===== config.mk =====
export PLATFORM = sky130hd
export DESIGN_NAME = pipeline_ctrl
export DESIGN_NICKNAME = d
export VERILOG_FILES = /design/src/rtl/pipeline_ctrl.sv
export SDC_FILE = /design/constraint.sdc
export NUM_CORES = 1
export LEC_CHECK = 0
export CAP_MARGIN = 20
export CORE_ASPECT_RATIO = 2
export CORE_MARGIN = 3
export CORE_UTILIZATION = 49
export CTS_BUF_LIST = sky130_fd_sc_hd__clkbuf_16
export DETAILED_ROUTE_END_ITERATION = 6
export HOLD_SLACK_MARGIN = 0.02
export PLACE_DENSITY = 0.87
export SYNTH_ARGS = -nofsm -noshare
export SYNTH_HDL_FRONTEND = slang
export SYNTH_SLANG_ARGS = --single-unit

===== constraint.sdc =====
create_clock -name CLK -period 8.7 [get_ports CLK]
set_clock_uncertainty 0.15 [all_clocks]
set_input_delay 2.175 -clock CLK [delete_from_list [all_inputs] [get_ports CLK]]
set_output_delay 2.175 -clock CLK [all_outputs]
set_load 0.01 [all_outputs]

===== src/rtl/pipeline_ctrl.sv =====
// Hazard and pipeline-control unit for the in-order core.
// Stage 0=IF, 1=ID, 2=EX, 3..NUM_STAGES-1 memory/writeback; boundary b sits
// between stage b and stage b+1.
//
// Bus-wait FSM
//   state     | meaning
//   BUS_IDLE  | no bus wait in progress; a fresh BUS_REQ stalls with zero latency
//   BUS_WAIT  | transaction outstanding, watchdog counting down
//   BUS_ABORT | watchdog expired; stall released until BUS_REQ drops
module pipeline_ctrl #(
   parameter int NUM_STAGES       = 5,
   parameter int AW               = 5,
   parameter int BUS_STAGE        = 3,
   parameter int LOAD_READY_STAGE = 4,
   parameter int WDOG_W           = 8,
   parameter int WDOG_LIMIT       = 200,
   localparam int SELW            = $clog2(NUM_STAGES)
) (
   input  logic                     CLK,
   input  logic                     RST,
   input  logic [AW-1:0]            ID_RS1_ADDR,
   input  logic [AW-1:0]            ID_RS2_ADDR,
   input  logic [AW-1:0]            ID_RD_ADDR,
   input  logic                     ID_RD_WE,
   input  logic [AW-1:0]            EX_RS1_ADDR,
   input  logic [AW-1:0]            EX_RS2_ADDR,
   input  logic [NUM_STAGES*AW-1:0] PIPE_RD_ADDR,
   input  logic [NUM_STAGES-1:0]    PIPE_RD_WE,
   input  logic [NUM_STAGES-1:0]    PIPE_IS_LOAD,
   input  logic [NUM_STAGES-1:0]    PIPE_TRAP_VALID,
   input  logic                     EX_IS_PC_REDIRECT,
   input  logic                     MD_ISSUE,
   input  logic                     MD_DONE,
   input  logic [AW-1:0]            MD_RD_ADDR,
   input  logic                     BUS_REQ,
   input  logic                     BUS_DONE,
   output logic [SELW-1:0]          EX_FORWARD_A,
   output logic [SELW-1:0]          EX_FORWARD_B,
   output logic                     ID_FORWARD_A,
   output logic                     ID_FORWARD_B,
   output logic [NUM_STAGES-2:0]    STALL,
   output logic [NUM_STAGES-2:0]    FLUSH,
   output logic                     BUS_TIMEOUT,
   output logic                     REDIRECT_PENDING,
   output logic [2**AW-1:0]         SB_BUSY
);

   localparam int NB = NUM_STAGES - 1;

   typedef enum logic [1:0] {
      BUS_IDLE  = 2'd0,
      BUS_WAIT  = 2'd1,
      BUS_ABORT = 2'd2
   } bus_state_t;

   bus_state_t        state_q, state_d;
   logic [WDOG_W-1:0] wdog_q, wdog_d;
   logic              timeout_d;
   logic              pending_d;
   logic [2**AW-1:0]  sb_d;
   logic              load_use;
   logic              sb_hazard;
   logic              hazard;
   logic              bus_stall;
   logic [AW-1:0]     ex_rd_addr;
   logic              unused_inputs;

   // Only some stages feed each decision; the rest of the per-stage buses are
   // carried for a uniform interface.
   assign unused_inputs = ^{PIPE_RD_ADDR, PIPE_RD_WE, PIPE_IS_LOAD, PIPE_TRAP_VALID};

   assign ex_rd_addr = PIPE_RD_ADDR[2*AW +: AW];

   // x0 is hardwired zero, so it never matches a producer.
   function automatic logic rd_match(input int s, input logic [AW-1:0] r);
      return PIPE_RD_WE[s] && (PIPE_RD_ADDR[s*AW +: AW] == r) && (r != '0);
   endfunction

   // Forwarding selects: scan oldest to youngest so the youngest match wins.
   always_comb begin
      EX_FORWARD_A = '0;
      EX_FORWARD_B = '0;
      for (int s = NUM_STAGES - 1; s >= 3; s--) begin
         if (rd_match(s, EX_RS1_ADDR)) EX_FORWARD_A = SELW'(s);
         if (rd_match(s, EX_RS2_ADDR)) EX_FORWARD_B = SELW'(s);
      end
      ID_FORWARD_A = rd_match(NUM_STAGES - 1, ID_RS1_ADDR);
      ID_FORWARD_B = rd_match(NUM_STAGES - 1, ID_RS2_ADDR);
   end

   // Load-use across every stage whose load data is not yet forwardable,
   // plus RAW/WAW against pending MUL/DIV results.
   always_comb begin
      load_use = 1'b0;
      for (int s = 2; s < LOAD_READY_STAGE; s++) begin
         if (PIPE_IS_LOAD[s] && (rd_match(s, ID_RS1_ADDR) || rd_match(s, ID_RS2_ADDR)))
            load_use = 1'b1;
      end
      sb_hazard = SB_BUSY[ID_RS1_ADDR] | SB_BUSY[ID_RS2_ADDR] |
                  (ID_RD_WE & SB_BUSY[ID_RD_ADDR]);
      hazard    = load_use | sb_hazard;
   end

   assign bus_stall = BUS_REQ & ~BUS_DONE & (state_q != BUS_ABORT);

   // Stall/flush vectors; a redirect that cannot flush ID/EX yet is latched.
   always_comb begin
      STALL = '0;
      FLUSH = '0;
      for (int b = 0; b < NB; b++) begin
         if (b <= BUS_STAGE) STALL[b] = bus_stall;
      end
      if (hazard) begin
         STALL[0] = 1'b1;
         if (!STALL[1]) FLUSH[1] = 1'b1;
      end
      for (int t = 1; t < NUM_STAGES; t++) begin
         if (PIPE_TRAP_VALID[t]) begin
            for (int b = 0; b < t; b++) FLUSH[b] = 1'b1;
         end
      end
      if (EX_IS_PC_REDIRECT || REDIRECT_PENDING) begin
         FLUSH[0] = 1'b1;
         if (!STALL[1]) FLUSH[1] = 1'b1;
      end
      pending_d = STALL[1] ? (REDIRECT_PENDING | EX_IS_PC_REDIRECT) : 1'b0;
   end

   // Scoreboard next value; an issue to the same register as a completion wins.
   always_comb begin
      sb_d = SB_BUSY;
      if (MD_DONE) sb_d[MD_RD_ADDR] = 1'b0;
      if (MD_ISSUE && !STALL[2] && (ex_rd_addr != '0)) sb_d[ex_rd_addr] = 1'b1;
      sb_d[0] = 1'b0;
   end

   // Bus FSM next state; watchdog is a down-counter loaded on entry to WAIT.
   always_comb begin
      state_d   = state_q;
      wdog_d    = wdog_q;
      timeout_d = 1'b0;
      case (state_q)
         BUS_IDLE: begin
            if (BUS_REQ && !BUS_DONE) begin
               state_d = BUS_WAIT;
               wdog_d  = WDOG_W'(WDOG_LIMIT - 1);
            end
         end
         BUS_WAIT: begin
            if (BUS_DONE || !BUS_REQ) begin
               state_d = BUS_IDLE;
               wdog_d  = '0;
            end else if (wdog_q == '0) begin
               state_d   = BUS_ABORT;
               wdog_d    = '0;
               timeout_d = 1'b1;
            end else begin
               wdog_d = wdog_q - 1'b1;
            end
         end
         BUS_ABORT: begin
            if (!BUS_REQ) state_d = BUS_IDLE;
         end
         default: begin
            state_d = BUS_IDLE;
            wdog_d  = '0;
         end
      endcase
   end

   // State registers: FSM, watchdog, timeout pulse, redirect latch, scoreboard.
   always_ff @(posedge CLK or posedge RST) begin
      if (RST) begin
         state_q          <= BUS_IDLE;
         wdog_q           <= '0;
         BUS_TIMEOUT      <= 1'b0;
         REDIRECT_PENDING <= 1'b0;
         SB_BUSY          <= '0;
      end else begin
         state_q          <= state_d;
         wdog_q           <= wdog_d;
         BUS_TIMEOUT      <= timeout_d;
         REDIRECT_PENDING <= pending_d;
         SB_BUSY          <= sb_d;
      end
   end

endmodule


==> metrics.md, run 1 <==
| Metric | Value |
|---|---|
| Hold Buf Count CTS | `0` |
| Post-layout minimum cycle time | `7.48 ns` |
| Vias per inst | `6.51` |
| CTS tree | `yes` |
| Metal-1 WL | `between 3000 and 4000 um` |
| DR top layer | `met4` |
| Syn_nets | `467` |
| Area leader, netlist | `dfrtp_1` |
| Maximum VDD drop | `0.174 mV` |
| Hold Worst Slack | `0.351 ns` |
| Met2 routed WL | `6380 um` |
| Status | `complete, no violations` |
| Setup Viol. Count Final | `0` |
| Die width | `66.3 um` |
| Worst EP arrival | `5.16 ns` |
| Clk Latency, worst-skew pair | `0.29 ns` |
| Placed cells | `approximately 560` |
| Final TNS setup | `0 ns` |
| Unique masters post-synth | `47` |
| Startpoint Class | `input port` |
| RSZ-0062 raised after global routing | `false` |
| Req. time, crit path | `6.38 ns` |
| Synth top area cells | `dfrtp_1 30%, xnor2_1 11%, o21ai_0 9.4%` |
| Total Wirelength | `12400 um` |
| Total grt overflow | `0` |
| Most common cell after layout, fill and taps aside | `clkdlybuf4s50_1` |
| Sequential area share after synthesis | `0.302` |
| Syn. warnings | `0` |
| Layout cell share with drive strength beyond 1 | `0.0755` |
| I/O Buffers | `110` |
| DR WL/cell | `approximately 22 um` |
| Cts repair resizes | `0` |
| Final core occ | `0.684` |
| Slew headroom | `0.500` |
| I/O pin cnt | `about 130` |
| First-pass GRT wire length | `18900 um` |
| Initial DRC count | `around 270` |
| Fin nets | `between 500 and 600` |
| CTS max path bufs | `2` |
| Inserted Clock Buffers | `5` |
| Mapped Cells | `387` |
| Total Routing Usage GR | `0.298` |
| Via count | `3690` |
| Setup Fix Bufs, Post-CTS | `0` |
| Pwr Density | `around 170 mW/mm2` |
| P&R area growth vs syn | `34.2%` |
| Largest net degree at the start of global routing | `44` |
| Antenna cells | `0` |
| ANT nets after route | `0` |
| Pre-antenna DRT Iters | `5` |
| Critical Path End Type | `primary output` |
| Total chip power | `793 uW` |
| Detailed placement HPWL | `9210 um` |
| Max-Cap Viols | `0` |
| Hold Fails Final Rpt | `0` |
| Clk root buf | `clkbuf_16` |
| Share of the synthesized area in the top cell type | `0.302` |
| Core area | `0.00699 mm2` |
| Post-synth ARST share | `1.00` |
| Leak pwr | `0.00180 uW` |
| Die Area | `about 0.0084 mm2` |
| Synthesized area per cell | `a little over 9 um2` |
| Peak Freq | `approximately 130 MHz` |
| H-tree levels | `2` |
| Final period utilization | `0.860` |
| WS Path Type | `in -> out` |
| Crit Path Max Fanout | `8` |
| Initial Util | `0.510` |
| Slew @ Worst Pin | `roughly 0.75 ns` |
| Worst-path clk slew | `0.05 ns` |
| Commonest cells after routing, fill and taps aside | `110 x clkdlybuf4s50_1, 67 x o21ai_0, 43 x dfrtp_1, 43 x xnor2_1, 26 x nor2_1` |
| #FFs+latches synth | `between 40 and 50` |
| Met3 WL post-DR | `1180 um` |
| EDFF count, synth | `0` |
| Top_reg_cell synth | `dfrtp_1` |
| RD Place Congestion | `0.896` |
| Hold Path Class | `reg -> reg` |
| Sink Count | `43` |
| Vias in the first global route | `3856` |
| Initial antenna violation count | `0` |
| Synthesized area | `around 0.0036 mm2` |
| # DRC | `0` |
| Max-slew violations | `0` |
| Finished Layout Cells | `approximately 570` |
| Row Count | `43` |
| Die Height | `127 um` |
[power breakdown]
group          internal, uW  switching (uW)
combinational           177             140
clock                   103            74.6
sequential              238            59.3
total                   518             274
[stage by stage]
step           area [um2]  setup slack [ns]
2_1_floorplan        3560              2.47
3_3_place_gp         4650              1.23
3_5_place_dp         4650              1.21
4_1_cts              4780              1.22
5_1_grt              4780             0.971
6_report             4780              1.22
[cell usage after synthesis, drive strengths merged, types with 3 or more instances]
cell	number
or3	3
nor2b	4
xor2	8
nor3	5
or3b	4
nand2	15
or4	4
o22ai	7
nand2b	7
nor2	26
dfrtp	43
mux2i	11
nor4	9
or2	4
buf	14
xnor2	43
o211ai	5
mux4	20
nand3	15
nand3b	10
nand4	6
clkbuf	19
a21oi	9
o31ai	3
inv	7
o21ai	67
[final timing paths]
| path | startpoint | cells after the start | slack [ns] | end |
|---|---|---|---|---|
| min in group asynchronous | RST | 3 | 2.18 | SB_BUSY[1] |
| max in group asynchronous | RST | 3 | 5.84 | wdog_q[4] |
| worst max-delay path | ID_RD_ADDR[1] | 8 | 1.22 | FLUSH[1] |
| worst min-delay path | wdog_q[6] | 1 | 0.35 | wdog_q[6] |
| worst max register to register | state_q[0] | 5 | 6.01 | SB_BUSY[5] |
| worst min register to register | wdog_q[6] | 1 | 0.35 | wdog_q[6] |
[sequential cells by signal, summed over array words and instances, names as in the netlist]
name / flops
SB_BUSY: 31
REDIRECT_PENDING: 1
state_q: 2
BUS_TIMEOUT: 1
wdog_q: 8
[cells by family after synthesis]
logic type | count (synthesis) | share of synthesized area
AO/OA/AOI/OAI | 100 | 0.157
multiplexers | 31 | 0.164
other | 1 | 0.00105
buffers and inverters | 40 | 0.0544
flip-flops | 43 | 0.302
adder cells (fa/ha/maj) | 2 | 0.00702
AND/OR/NAND/NOR | 119 | 0.190
XOR/XNOR | 51 | 0.125
[worst max-delay path, stage by stage]
cell	delay, ns
clkdlybuf4s50_1	0.74
mux4_2	0.59
mux4_2	0.47
nor2_1	0.08
and4b_4	0.23
nor4_2	0.24
a22oi_1	0.09
clkdlybuf4s50_1	0.53
[cell type report]
class	instances	area [um2]
well taps	90	113
flip-flops and latches	43	1080
inverters	7	26.3
multi-input cells	304	2290
clock inverters	3	11.3
repair buffers	115	1140
fillers	540	2210
clock buffers	5	125
[metal layers]
metal	up-vias	global-route usage
met4	0	0.235
met2	283	0.518
met1	1725	0.298
li1	1607	-
met3	75	0.0540
met5	-	0
Power figures use the tool's default switching activity.
==> run 2, diff against run 1 <==
--- a/config.mk
+++ b/config.mk
@@ -10,6 +10,7 @@
 export CORE_MARGIN = 3
 export CORE_UTILIZATION = 49
 export CTS_BUF_LIST = sky130_fd_sc_hd__clkbuf_16
+export CTS_CLUSTER_DIAMETER = 60
 export DETAILED_ROUTE_END_ITERATION = 6
 export HOLD_SLACK_MARGIN = 0.02
 export PLACE_DENSITY = 0.87
==> results of run 2 <==
No change in the layout: final DEF, timing and power equal those of run 1.
==> run 3, diff against run 2 <==
--- a/config.mk
+++ b/config.mk
@@ -5,15 +5,16 @@
 export SDC_FILE = /design/constraint.sdc
 export NUM_CORES = 1
 export LEC_CHECK = 0
+export ABC_AREA = 1
 export CAP_MARGIN = 20
 export CORE_ASPECT_RATIO = 2
 export CORE_MARGIN = 3
-export CORE_UTILIZATION = 49
+export CORE_UTILIZATION = 43
 export CTS_BUF_LIST = sky130_fd_sc_hd__clkbuf_16
 export CTS_CLUSTER_DIAMETER = 60
 export DETAILED_ROUTE_END_ITERATION = 6
 export HOLD_SLACK_MARGIN = 0.02
-export PLACE_DENSITY = 0.87
+export PLACE_DENSITY = 0.78
 export SYNTH_ARGS = -nofsm -noshare
 export SYNTH_HDL_FRONTEND = slang
 export SYNTH_SLANG_ARGS = --single-unit
==> constraint.sdc (replaced) <==
create_clock -name CLK -period 6.44 [get_ports CLK]
set_clock_uncertainty 0.15 [all_clocks]
set_input_delay 1.61 -clock CLK [delete_from_list [all_inputs] [get_ports CLK]]
set_output_delay 1.61 -clock CLK [all_outputs]
set_load 0.01 [all_outputs]
==> metrics.md, run 3 <==
| Metric | Value |
|---|---|
| # DRC | `0 (unchanged)` |
| Syn_nets | `692 (+48%)` |
| Leak pwr | `0.00236 uW (+31%)` |
| Area leader, netlist | `dfrtp_1` |
| Total Routing Usage GR | `0.290 (-0.00785)` |
| RD Place Congestion | `0.970 (+8.2%)` |
| Hold Buf Count CTS | `0 (unchanged)` |
| Setup Viol. Count Final | `0 (unchanged)` |
| Critical Path End Type | `primary output` |
| Hold Path Class | `reg -> reg` |
| Vias per inst | `5.84 (-10%)` |
| Compound-gate portion of the synthesized area | `0.182 (+0.0246)` |
| Unique masters post-synth | `43 (-8.5%)` |
| Top cells by count, synth | `138 x nand2_1, 84 x nand3_1, 80 x inv_1` |
| Synthesized area | `0.00398 mm2 (+12%)` |
| Hold Worst Slack | `0.383 ns (+0.0325 ns)` |
| EDFF count, synth | `0 (unchanged)` |
| HP Start | `wdog_q[0]` |
| Multi-input gate area | `0.00231 mm2 (+0.55%)` |
| Fin nets | `785 (+41%)` |
| Die Area | `0.0105 mm2 (+25%)` |
| Core area | `0.00901 mm2 (+29%)` |
| Sequential area share after synthesis | `0.270 (-0.0318)` |
| Setup Fix Bufs, Post-CTS | `0 (unchanged)` |
| Critical R2R Launch | `state_q[0]` |
| Startpoint Class | `input port` |
| Synth Area in Adders | `0.00628 (-0.000739)` |
| Layout cell share with drive strength beyond 1 | `0.0624 (-0.0131)` |
| Largest net degree at the start of global routing | `44 (unchanged)` |
| First-pass GRT wire length | `23600 um (+25%)` |
| Synthesized area per cell | `6.51 um2 (-29%)` |
| Post-layout minimum cycle time | `5.85 ns` |
| Max-Cap Viols | `0 (unchanged)` |
| Initial Util | `0.442 (-0.0676)` |
| Syn. warnings | `0 (unchanged)` |
| Commonest cells after routing, fill and taps aside | `138 x nand2_1, 110 x clkdlybuf4s50_1, 84 x nand3_1` |
| Largest family of logic cells by synthesized area | `simple AND/OR/NAND/NOR gates` |
| Clk root buf | `clkbuf_16` |
| CTS tree | `yes` |
| CP Cell Sequence | `clkdlybuf4s50_1 > buf_4 > inv_1 > nand2_1 > nand3_1 > nand3_1 > nand3_1 > nand3_1 > nand2_1 > nor2_1 > nor2_2 > nand3_1 > nand2_1 > nand2_1 > clkdlybuf4s50_1` |
| Most frequent cell after synthesis | `nand2_1` |
| Die Height | `142 um (+12%)` |
| P&R area growth vs syn | `29.8%` |
| Slew @ Worst Pin | `0.550 ns (-0.197 ns)` |
| CP delay by family, top | `buffers and inverters` |
| #FFs+latches synth | `43 (unchanged)` |
| Crit path top cell by count | `nand3_1` |
| CP max stage delay | `0.53 ns (-0.21 ns)` |
| CTS max path bufs | `2 (unchanged)` |
| Die width | `74.1 um (+12%)` |
| H-tree levels | `2 (unchanged)` |
| Sequential Area | `0.00108 mm2 (unchanged)` |
| Inserted Clock Buffers | `5 (unchanged)` |
| Via count | `4710 (+28%)` |
| Comb power frac | `0.413 (+0.013)` |
| Crit Path Max Fanout | `21 (+13)` |
| Cell Int Power | `721 uW (+39%)` |
| Final-layout fill cell count | `866 (+60%)` |
| WS Path Type | `in -> out` |
| Regs by FF count | `SB_BUSY x31, wdog_q x8, state_q x2` |
| Detailed placement HPWL | `11800 um (+28%)` |
| Hold Path End | `wdog_q[0]` |
| Worst hold stages | `1 (unchanged)` |
| Flop pwr share | `0.344 (-0.031)` |
| Post-synth ARST share | `1.00 (unchanged)` |
| Switching Power | `432 uW (+57%)` |
| Switching share of power | `0.375 (+0.0284)` |
| Hold Fails Final Rpt | `0 (unchanged)` |
| Peak Freq | `between 150 and 200 MHz` |
| Final TNS setup | `0 ns (unchanged)` |
| Worst EP arrival | `4.09 ns (-1.07 ns)` |
| Xor-xnor portion of the synthesized cell area | `0.0594 (-0.0659)` |
| Worst r2r dst | `SB_BUSY[25]` |
| Synth top area cells | `dfrtp_1 27%, nand2_1 13%, nand3_1 11%` |
| Req. time, crit path | `4.68 ns (-1.70 ns)` |
| Total Wirelength | `14900 um (+21%)` |
| RSZ-0062 raised after global routing | `false` |
| Multiplexer area fraction after synthesis | `0 (-0.164)` |
| Clk Latency, worst-skew pair | `0.29 ns (about the same)` |
| Clock share of power | `0.242 (+0.017)` |
| Initial DRC count | `360 (+32%)` |
| I/O pin cnt | `128 (unchanged)` |
| Pre-antenna DRT Iters | `6 (+1)` |
| Slowest-stage cell, CP | `clkdlybuf4s50_1` |
| Max-slew violations | `0 (unchanged)` |
| Share of the synthesized area in the top cell type | `0.270 (-0.0318)` |
| Row Count | `49 (+14%)` |
| Total chip power | `1150 uW (+45%)` |
| Sink Count | `43 (unchanged)` |
| Vias in the first global route | `4950 (+28%)` |
| Status | `complete, no violations` |
| Total grt overflow | `0 (unchanged)` |
| Cts repair resizes | `0 (unchanged)` |
| R2R setup slack | `4.67 ns (-1.34 ns)` |
| Most common cell after layout, fill and taps aside | `nand2_1` |
| Mapped Cells | `612 (+58%)` |
| Worst-path clk slew | `0.06 ns (about the same)` |
| Pwr Density | `223 mW/mm2 (+35%)` |
| Simple-Gate Fraction of Synth Area | `0.331 (+0.141)` |
| Initial antenna violation count | `0 (unchanged)` |
| ANT nets after route | `0 (unchanged)` |
| Final period utilization | `0.909` |
| Cells on worst reg2reg path | `7 (+2)` |
| Top_reg_cell synth | `dfrtp_1` |
| Slew headroom | `0.629 (+0.129)` |
| Antenna cells | `0 (unchanged)` |
| CP Buf/Inv Count | `4 (+2)` |
| DR WL/cell | `18.5 um (-15%)` |
| Largest register FFs | `31 (unchanged)` |
| I/O Buffers | `110 (unchanged)` |
| Maximum VDD drop | `0.290 mV (+66%)` |
| Top reg by flops | `SB_BUSY` |
-- run 3: kinds of logic after synthesis --
logic type	count (synthesis)
xor+xnor	27
flops	43
compound gates	117
fa+ha+maj	2
other cells	1
buf+inv	123
simple gates	299
-- run 3: worst max-delay path by stage --
stage,from,depth (start not counted),to
after floorplan,PIPE_RD_ADDR[16],6,EX_FORWARD_B[1]
final,ID_RD_ADDR[0],15,FLUSH[1]
after detailed placement,ID_RD_ADDR[0],15,FLUSH[1]
after global placement,ID_RD_ADDR[0],15,FLUSH[1]
after global routing,ID_RD_ADDR[0],15,FLUSH[1]
after CTS,ID_RD_ADDR[0],15,FLUSH[1]
-- run 3: final cells by class --
cell class              count  share of cell area
clock inverters             2             0.00653
repair buffers            116               0.222
flip-flops and latches     43               0.208
multi-input cells         446               0.446
clock buffers               5              0.0242
well taps                 102              0.0247
inverters                  93              0.0687
-- run 3: power groups by stage --
stage               Combinational (uW)  Clock [uW]  Sequential, uW
finish                             477         280             397
detailed placement                 468           0             397
floorplan                          245           0             395
global placement                   455           0             395
global route                       526         294             402
CTS                                472         281             394
-- run 3: metrics by stage --
stage	std cells	area (um2)	worst slack (ns)	util
floorplan	612	3980	2.01	-
global placement	800	5010	0.677	0.556
detailed placement	800	5010	0.646	0.556
CTS	807	5170	0.642	0.574
global route	807	5170	0.438	0.574
finish	807	5170	0.588	0.574
-- run 3: routing by layer --
| layer | share of wire | routed length, um | global-route usage | vias to the layer above |
|---|---|---|---|---|
| met5 | 0 | 0 | 0 | - |
| met4 | 0.077 | 1140 | 0.233 | 0 |
| met3 | 0.061 | 909 | 0.0417 | 85 |
| met2 | 0.55 | 8170 | 0.529 | 245 |
| met1 | 0.32 | 4720 | 0.272 | 2177 |
| li1 | - | - | - | 2203 |
-- run 3: worst reg2reg max path, cell delays in order, from the launching register on --
cell     delay (ns)
dfrtp_1        0.40
inv_2          0.09
a21oi_2        0.09
inv_2          0.10
nand2_1        0.08
inv_1          0.12
nand3_1        0.30
o21ai_0        0.34
